==> config.mk <==
export PLATFORM = sky130hd
export DESIGN_NAME = int_rs_flat
export DESIGN_NICKNAME = d
export VERILOG_FILES = /design/src/rtl/int_rs_pkg.sv /design/src/rtl/int_rs_if.sv /design/src/rtl/rs_age_matrix.sv /design/src/rtl/int_rs.sv /design/src/flat_wrapper.sv
export SDC_FILE = /design/constraint.sdc
export NUM_CORES = 2
export LEC_CHECK = 0
export CORE_MARGIN = 3
export CORE_UTILIZATION = 34
export DETAILED_ROUTE_END_ITERATION = 16
export PLACE_DENSITY = 0.52
export SLEW_MARGIN = 20
export SYNTH_ARGS = -nofsm -noshare
export SYNTH_HDL_FRONTEND = slang
export SYNTH_SLANG_ARGS = --single-unit
==> constraint.sdc <==
create_clock -name clk -period 3.5 [get_ports clk]
set_input_delay 0.35 -clock clk [delete_from_list [all_inputs] [get_ports clk]]
set_output_delay 0.35 -clock clk [all_outputs]
set_load 0.02 [all_outputs]
==> src/rtl/int_rs_pkg.sv <==
// Shared parameters, uop encodings and reservation-station bundle types
// for the integer issue path.
package cpu_params;
  localparam int PRF_IDX_W  = 6;
  localparam int ROB_IDX_W  = 5;
  localparam int ARCH_IDX_W = 5;
endpackage

package uop_types;
  typedef enum logic [1:0] {
    OP1_RS1,
    OP1_PC,
    OP1_ZERO
  } op1_sel_e;

  typedef enum logic [1:0] {
    OP2_RS2,
    OP2_IMM,
    OP2_FOUR
  } op2_sel_e;

  typedef enum logic [3:0] {
    ALU_ADD,
    ALU_SUB,
    ALU_AND,
    ALU_OR,
    ALU_XOR,
    ALU_SLL,
    ALU_SRL,
    ALU_SRA,
    ALU_SLT,
    ALU_SLTU,
    ALU_LUI
  } fu_opcode_e;
endpackage

package int_rs_types;
  import cpu_params::*;
  import uop_types::*;

  localparam int INT_RS_DEPTH = 8;
  localparam int INT_RS_IDX_W = $clog2(INT_RS_DEPTH);

  typedef struct packed {
    logic [ROB_IDX_W-1:0]  rob_id;
    logic [ARCH_IDX_W-1:0] rd_arch;
    logic [PRF_IDX_W-1:0]  rd_phy;
    logic [PRF_IDX_W-1:0]  rs1_phy;
    logic [PRF_IDX_W-1:0]  rs2_phy;
    logic                  rs1_rdy;
    logic                  rs2_rdy;
    logic [31:0]           rs1_value;
    logic [31:0]           rs2_value;
    op1_sel_e              op1_sel;
    op2_sel_e              op2_sel;
    fu_opcode_e            fu_opcode;
    logic [31:0]           imm_packed;
    logic [31:0]           pc;
  } int_rs_uop_t;

  typedef struct packed {
    logic [ROB_IDX_W-1:0]  rob_id;
    logic [ARCH_IDX_W-1:0] rd_arch;
    logic [PRF_IDX_W-1:0]  rd_phy;
    logic [31:0]           rs1_value;
    logic [31:0]           rs2_value;
    op1_sel_e              op1_sel;
    op2_sel_e              op2_sel;
    fu_opcode_e            fu_opcode;
    logic [31:0]           imm_packed;
    logic [31:0]           pc;
  } int_rs_reg_t;
endpackage

==> src/rtl/int_rs_if.sv <==
// Dispatch, CDB and issue-register bundle around the integer RS.
// master = surrounding pipeline, slave = reservation station.
interface int_rs_if;
  import cpu_params::*;
  import int_rs_types::*;

  logic                 dispatch_valid;
  logic                 dispatch_ready;
  int_rs_uop_t          dispatch_uop;
  logic                 cdb_valid;
  logic [PRF_IDX_W-1:0] cdb_rd_phy;
  logic [31:0]          cdb_rd_value;
  int_rs_reg_t          int_rs_reg;
  logic                 int_rs_reg_valid;
  logic                 int_rs_reg_ready;

  modport master (
    output dispatch_valid,
    output dispatch_uop,
    output cdb_valid,
    output cdb_rd_phy,
    output cdb_rd_value,
    output int_rs_reg_ready,
    input  dispatch_ready,
    input  int_rs_reg,
    input  int_rs_reg_valid
  );

  modport slave (
    input  dispatch_valid,
    input  dispatch_uop,
    input  cdb_valid,
    input  cdb_rd_phy,
    input  cdb_rd_value,
    input  int_rs_reg_ready,
    output dispatch_ready,
    output int_rs_reg,
    output int_rs_reg_valid
  );
endinterface

==> src/rtl/rs_age_matrix.sv <==
// Age matrix: older_q[i][j] set means entry i was allocated before j.
// Grants the single requester that no other requester is older than.
module rs_age_matrix #(
  parameter  int DEPTH = 8,
  localparam int IDX_W = $clog2(DEPTH)
) (
  input  logic             clk,
  input  logic             rst,
  input  logic             alloc,
  input  logic [IDX_W-1:0] alloc_idx,
  input  logic             free,
  input  logic [IDX_W-1:0] free_idx,
  input  logic [DEPTH-1:0] req,
  output logic [DEPTH-1:0] gnt
);
  logic [DEPTH-1:0] older_q [DEPTH];
  logic [DEPTH-1:0] blocked;

  always_ff @(posedge clk or negedge rst) begin
    if (!rst) begin
      for (int i = 0; i < DEPTH; i++)
        older_q[i] <= '0;
    end else begin
      // new entry: everyone is older, it is older than nobody
      if (alloc) begin
        for (int i = 0; i < DEPTH; i++)
          older_q[i][alloc_idx] <= 1'b1;
        older_q[alloc_idx] <= '0;
      end
      if (free)
        older_q[free_idx] <= '0;
    end
  end

  always_comb begin
    blocked = '0;
    for (int i = 0; i < DEPTH; i++)
      for (int j = 0; j < DEPTH; j++)
        blocked[i] = blocked[i] | (req[j] & older_q[j][i]);
  end

  assign gnt = req & ~blocked;
endmodule

==> src/rtl/int_rs.sv <==
// Integer reservation station: entry array, CDB wakeup and
// oldest-first select into the registered issue slot for fu_alu.
module int_rs
  import cpu_params::*;
  import uop_types::*;
  import int_rs_types::int_rs_uop_t;
  import int_rs_types::int_rs_reg_t;
#(
  parameter int INT_RS_DEPTH = int_rs_types::INT_RS_DEPTH
) (
  input logic     clk,
  input logic     rst,
  input logic     flush,
  int_rs_if.slave bus
);
  localparam int IDX_W = $clog2(INT_RS_DEPTH);

  int_rs_uop_t             uop_q [INT_RS_DEPTH];
  logic [INT_RS_DEPTH-1:0] valid_q;
  logic [INT_RS_DEPTH-1:0] rs1_ok;
  logic [INT_RS_DEPTH-1:0] rs2_ok;
  logic [INT_RS_DEPTH-1:0] req;
  logic [INT_RS_DEPTH-1:0] gnt;
  logic [IDX_W-1:0]        free_idx;
  logic [IDX_W-1:0]        sel_idx;
  logic                    alloc;
  logic                    any_req;
  logic                    issue_en;
  logic                    issue;
  int_rs_uop_t             new_uop;
  int_rs_reg_t             reg_q;
  logic                    reg_valid_q;

  assign bus.dispatch_ready   = |(~valid_q);
  assign bus.int_rs_reg       = reg_q;
  assign bus.int_rs_reg_valid = reg_valid_q;

  assign alloc    = bus.dispatch_valid
                  & bus.dispatch_ready
                  & ~flush;
  assign any_req  = |req;
  assign issue_en = ~reg_valid_q | bus.int_rs_reg_ready;
  assign issue    = issue_en & any_req & ~flush;

  always_comb begin
    free_idx = '0;
    for (int i = INT_RS_DEPTH - 1; i >= 0; i--)
      if (!valid_q[i])
        free_idx = IDX_W'(i);
  end

  always_comb begin
    sel_idx = '0;
    for (int i = 0; i < INT_RS_DEPTH; i++)
      if (gnt[i])
        sel_idx = sel_idx | IDX_W'(i);
  end

  // non-register operands never wait on a tag
  always_comb begin
    rs1_ok = '0;
    rs2_ok = '0;
    for (int i = 0; i < INT_RS_DEPTH; i++) begin
      rs1_ok[i] = (uop_q[i].op1_sel != OP1_RS1)
                | uop_q[i].rs1_rdy;
      rs2_ok[i] = (uop_q[i].op2_sel != OP2_RS2)
                | uop_q[i].rs2_rdy;
    end
  end

  assign req = valid_q & rs1_ok & rs2_ok;

  always_comb begin
    new_uop = bus.dispatch_uop;
    if (bus.cdb_valid) begin
      if (!new_uop.rs1_rdy &&
          new_uop.rs1_phy == bus.cdb_rd_phy) begin
        new_uop.rs1_rdy   = 1'b1;
        new_uop.rs1_value = bus.cdb_rd_value;
      end
      if (!new_uop.rs2_rdy &&
          new_uop.rs2_phy == bus.cdb_rd_phy) begin
        new_uop.rs2_rdy   = 1'b1;
        new_uop.rs2_value = bus.cdb_rd_value;
      end
    end
  end

  always_ff @(posedge clk or negedge rst) begin
    if (!rst) begin
      valid_q <= '0;
      for (int i = 0; i < INT_RS_DEPTH; i++)
        uop_q[i] <= '0;
    end else if (flush) begin
      valid_q <= '0;
    end else begin
      for (int i = 0; i < INT_RS_DEPTH; i++) begin
        if (bus.cdb_valid && valid_q[i]) begin
          if (!uop_q[i].rs1_rdy &&
              uop_q[i].rs1_phy == bus.cdb_rd_phy) begin
            uop_q[i].rs1_rdy   <= 1'b1;
            uop_q[i].rs1_value <= bus.cdb_rd_value;
          end
          if (!uop_q[i].rs2_rdy &&
              uop_q[i].rs2_phy == bus.cdb_rd_phy) begin
            uop_q[i].rs2_rdy   <= 1'b1;
            uop_q[i].rs2_value <= bus.cdb_rd_value;
          end
        end
        if (issue && gnt[i])
          valid_q[i] <= 1'b0;
        if (alloc && free_idx == IDX_W'(i)) begin
          valid_q[i] <= 1'b1;
          uop_q[i]   <= new_uop;
        end
      end
    end
  end

  always_ff @(posedge clk or negedge rst) begin
    if (!rst) begin
      reg_q       <= '0;
      reg_valid_q <= 1'b0;
    end else if (flush) begin
      reg_valid_q <= 1'b0;
    end else if (issue_en) begin
      reg_valid_q <= any_req;
      if (any_req)
        reg_q <= '{
          rob_id:     uop_q[sel_idx].rob_id,
          rd_arch:    uop_q[sel_idx].rd_arch,
          rd_phy:     uop_q[sel_idx].rd_phy,
          rs1_value:  uop_q[sel_idx].rs1_value,
          rs2_value:  uop_q[sel_idx].rs2_value,
          op1_sel:    uop_q[sel_idx].op1_sel,
          op2_sel:    uop_q[sel_idx].op2_sel,
          fu_opcode:  uop_q[sel_idx].fu_opcode,
          imm_packed: uop_q[sel_idx].imm_packed,
          pc:         uop_q[sel_idx].pc
        };
    end
  end

  rs_age_matrix #(
    .DEPTH (INT_RS_DEPTH)
  ) u_age (
    .clk       (clk),
    .rst       (rst),
    .alloc     (alloc),
    .alloc_idx (free_idx),
    .free      (issue),
    .free_idx  (sel_idx),
    .req       (req),
    .gnt       (gnt)
  );
endmodule

==> src/flat_wrapper.sv <==
// flat-port wrapper written by rule: the top's interface ports become plain ports
module int_rs_flat import cpu_params::*; import uop_types::*; import int_rs_types::int_rs_uop_t; import int_rs_types::int_rs_reg_t;
#(
  parameter int INT_RS_DEPTH = int_rs_types::INT_RS_DEPTH
)
  (clk, rst, flush, bus_dispatch_valid, bus_dispatch_uop, bus_cdb_valid, bus_cdb_rd_phy, bus_cdb_rd_value, bus_int_rs_reg_ready, bus_dispatch_ready, bus_int_rs_reg, bus_int_rs_reg_valid);
  int_rs_if bus_i ();
  input logic clk;
  input logic rst;
  input logic flush;
  input wire logic [$bits(bus_i.dispatch_valid)-1:0] bus_dispatch_valid;
  input wire logic [$bits(bus_i.dispatch_uop)-1:0] bus_dispatch_uop;
  input wire logic [$bits(bus_i.cdb_valid)-1:0] bus_cdb_valid;
  input wire logic [$bits(bus_i.cdb_rd_phy)-1:0] bus_cdb_rd_phy;
  input wire logic [$bits(bus_i.cdb_rd_value)-1:0] bus_cdb_rd_value;
  input wire logic [$bits(bus_i.int_rs_reg_ready)-1:0] bus_int_rs_reg_ready;
  output wire logic [$bits(bus_i.dispatch_ready)-1:0] bus_dispatch_ready;
  output wire logic [$bits(bus_i.int_rs_reg)-1:0] bus_int_rs_reg;
  output wire logic [$bits(bus_i.int_rs_reg_valid)-1:0] bus_int_rs_reg_valid;
  assign bus_i.dispatch_valid = bus_dispatch_valid;
  assign bus_i.dispatch_uop = bus_dispatch_uop;
  assign bus_i.cdb_valid = bus_cdb_valid;
  assign bus_i.cdb_rd_phy = bus_cdb_rd_phy;
  assign bus_i.cdb_rd_value = bus_cdb_rd_value;
  assign bus_i.int_rs_reg_ready = bus_int_rs_reg_ready;
  assign bus_dispatch_ready = bus_i.dispatch_ready;
  assign bus_int_rs_reg = bus_i.int_rs_reg;
  assign bus_int_rs_reg_valid = bus_i.int_rs_reg_valid;
  int_rs #(.INT_RS_DEPTH(INT_RS_DEPTH)) u_core (.clk(clk), .rst(rst), .flush(flush), .bus(bus_i));
endmodule
==> run_results.csv <==
group,metric,value,unit
cells_and_area,layout-drive-gt1-share,9.344,%
synthesis,postSynthAreaPerCell,9.657,µm²
synthesis,yosysSeqAreaShare,52.35,%
timing,period_share,97.39,%
route,drtAntennaViolNets,0,
clock_network,clk-insertion-delay-late,0.84,ns
placement,dpl-instance-area,82100,µm²
timing,slew_headroom,39.76,%
floorplanning,die_height,473.3,µm
route,drt-total-wl,262.7,mm
route,drc,0,
cells_and_area,final_common_cell,"nand2_1",
placement,hpwlAfterDp,157.2,mm
global_routing,antenna_found_initial,64,
global_routing,grt_usage,23.10,%
timing,min_period,3.409,ns
synthesis,netlist_instances,7687,
synthesis,synth_edf_count,0,
cells_and_area,final_nets,7999,
floorplanning,num_rows,170,
floorplanning,fp.coreArea,215900,µm²
timing,skew,0.04117,ns
floorplanning,start_util,34.38,%
run_status,status,"finished clean",
power,p_leak,40.54,nW
global_routing,grt_max_degree,139,
synthesis,yosysWarningCount,0,
synthesis,synth_ff_type,"dfrtp_1",
critical_path,arrival,4.05,ns
power,power_density,585.8,nW/µm²
timing,maxSlewViolCount,0,
global_routing,first_global_vias,57630,
route,drt_iter0_drc,4851,
floorplanning,boundaryPins,364,
hold_path,hp-class,"in -> async",
synthesis,synth_cell_type_count,66,
synthesis,synth_fp_nets,7897,
synthesis,async_reset_ff_share,100.0,%
route,wl_per_cell,24.34,µm
clock_network,htreeDepth,4,
critical_path,crit_fanout,43,
run,maxCapViolCount,0,
cells_and_area,area_delta_synth_final,19.08,%
critical_path,setup.worst_path.start_class,"flop",
global_routing,grt_pass1_wl,391.1,mm
clock_network,postCtsSetupBuffers,0,
timing,hold_viol,0,
route,vias_per_cell,5.290,
critical_path,endpoint_kind,"flop",
power,ir_worst_vdd,0.0004286,V
cells_and_area,stdcell_count,10790,
placement,dpl.cell_count,10450,
cells_and_area,fin_area,88390,µm²
placement,io_buffer_count,363,
timing,worstMarginPinSlew,0.8953,ns
placement,gp_congestion,0.8614,
route,firstDrtPassIters,6,
global_routing,overflow,0,
floorplanning,die_x,473.3,µm
floorplanning,die_area,224000,µm²
synthesis,synth-seq-cells,1553,
timing,fmax,0.2934,GHz
clock_network,cts.sinks,1553,
critical_path,required,4.15,ns
clock_network,cts_tree,"done",
synthesis,syn_area,74230,µm²
clock_network,cts_buffer_depth,3,
timing,tns,0,ns
critical_path,setup.worst_path.class,"reg -> reg",
cells_and_area,largest_reg_flops,1328,
clock_network,clk_pin_slew,0.06,ns
cells_and_area,most-common-layout-cells,"2448 x nand2_1, 1553 x dfrtp_1, 1056 x mux2i_1, 425 x nor2_1, 362 x clkdlybuf4s50_1",
timing,setup_viol_count_final,0,
route,route.vias.total,57100,
clock_network,numCtsBuffers,179,
clock_network,ctsRootBufferMaster,"clkbuf_16",
## final cells by class
class                      count  area (µm²)
antenna                       26       65.06
clock buffer                 263        5279
clock inverter                59       879.6
fill                       20770      127500
inverter                      14       52.55
multi-input combinational   5393       32150
sequential                  1553       38860
tap                         2838        3551
timing repair buffer         648        7547
## synth_stat cells, types with 5 or more instances
cell type | n | area (µm²)
o21a_1 | 58 | 435.4
nor2_1 | 434 | 1629
mux2i_1 | 1056 | 10570
o22a_1 | 305 | 2671
dfrtp_1 | 1553 | 38860
o22ai_1 | 64 | 400.4
nand2b_1 | 5 | 31.28
nor4_1 | 23 | 143.9
nand3_1 | 5 | 25.02
and2_1 | 15 | 93.84
nand4_1 | 13 | 81.33
buf_6 | 49 | 551.8
o21ai_0 | 325 | 1627
and3_1 | 8 | 50.05
buf_12 | 23 | 460.4
o31a_1 | 13 | 113.9
o31ai_1 | 5 | 37.54
a21oi_1 | 151 | 755.7
buf_2 | 75 | 375.4
nand2_1 | 2456 | 9219
mux2_2 | 100 | 1126
or4_1 | 5 | 37.54
a31oi_1 | 152 | 950.9
nand4b_1 | 5 | 43.79
or3_1 | 9 | 56.30
xor2_1 | 70 | 613.1
xnor2_1 | 38 | 332.8
inv_1 | 13 | 48.80
nor2b_1 | 9 | 56.30
clkbuf_1 | 536 | 2012
a22oi_1 | 15 | 112.6
buf_1 | 37 | 138.9
## worst paths after layout
check	from	to	slack, ns	cells after the start
min in group clk	bus_dispatch_uop[6]	u_core.uop_q[172]	0.25	3
setup / recovery	u_core.uop_q[70]	u_core.bus.int_rs_reg[138]	0.09	11
max in group asynchronous	rst	u_core.u_age.older_q[36]	2.13	3
hold reg to reg	u_core.uop_q[662]	u_core.uop_q[662]	0.47	2
setup reg to reg	u_core.uop_q[70]	u_core.bus.int_rs_reg[138]	0.09	11
hold / removal	rst	u_core.uop_q[854]	0.06	2
## metal layers
layer / track usage [%] / vias up / routed length, µm
li1: - / 25970 / -
met1: 31.68 / 28830 / 117600
met2: 36.86 / 1789 / 120900
met3: 4.396 / 455 / 16540
met4: 7.217 / 46 / 7377
met5: 0 / - / 297
## critical path: stages (launching register included)
cell	delay, ns
dfrtp_1	0.39
or3_1	0.45
and2_1	0.20
buf_4	0.18
a22o_1	0.22
or3_4	0.40
nand4_4	0.18
buf_16	0.28
buf_16	0.29
mux2i_1	0.24
o22a_1	0.17
a31oi_1	0.08
## kinds of logic after synthesis
| family | count (synthesis) | synth area share, % |
|---|---|---|
| buffers and inverters | 741 | 4.939 |
| xor gates and xnor gates | 108 | 1.274 |
| DFF | 1553 | 52.35 |
| AOI/OAI and AO/OA | 1124 | 10.03 |
| and+or+nand+nor | 3005 | 15.65 |
| muxes | 1156 | 15.76 |
## metrics by stage
step	hold WS [ns]	setup slack [ns]	total power [mW]	util [%]
floorplan	0.05441	0.7623	27.66	-
global placement	0.3229	-0.01239	32.44	38.03
detailed placement	0.3289	-0.01701	32.60	38.03
CTS	0.06702	0.02112	52.35	40.89
global route	0.07521	-0.02544	54.16	40.92
finish	0.06033	0.09134	51.78	40.94
## where the power goes
group	internal, mW	switching (mW)
combinational	4.37	5.40
clock	11.5	8.06
sequential	20.4	2.03
total	36.3	15.5
## what timing repair did
action | in CTS | in global routing
endpoints found under the hold margin | 201 | 0
hold buffers | 1 | 0
resized for setup | 1 | 8
endpoints found under the setup margin | 7 | 81
Note: power is estimated with default switching activity, not from simulation.
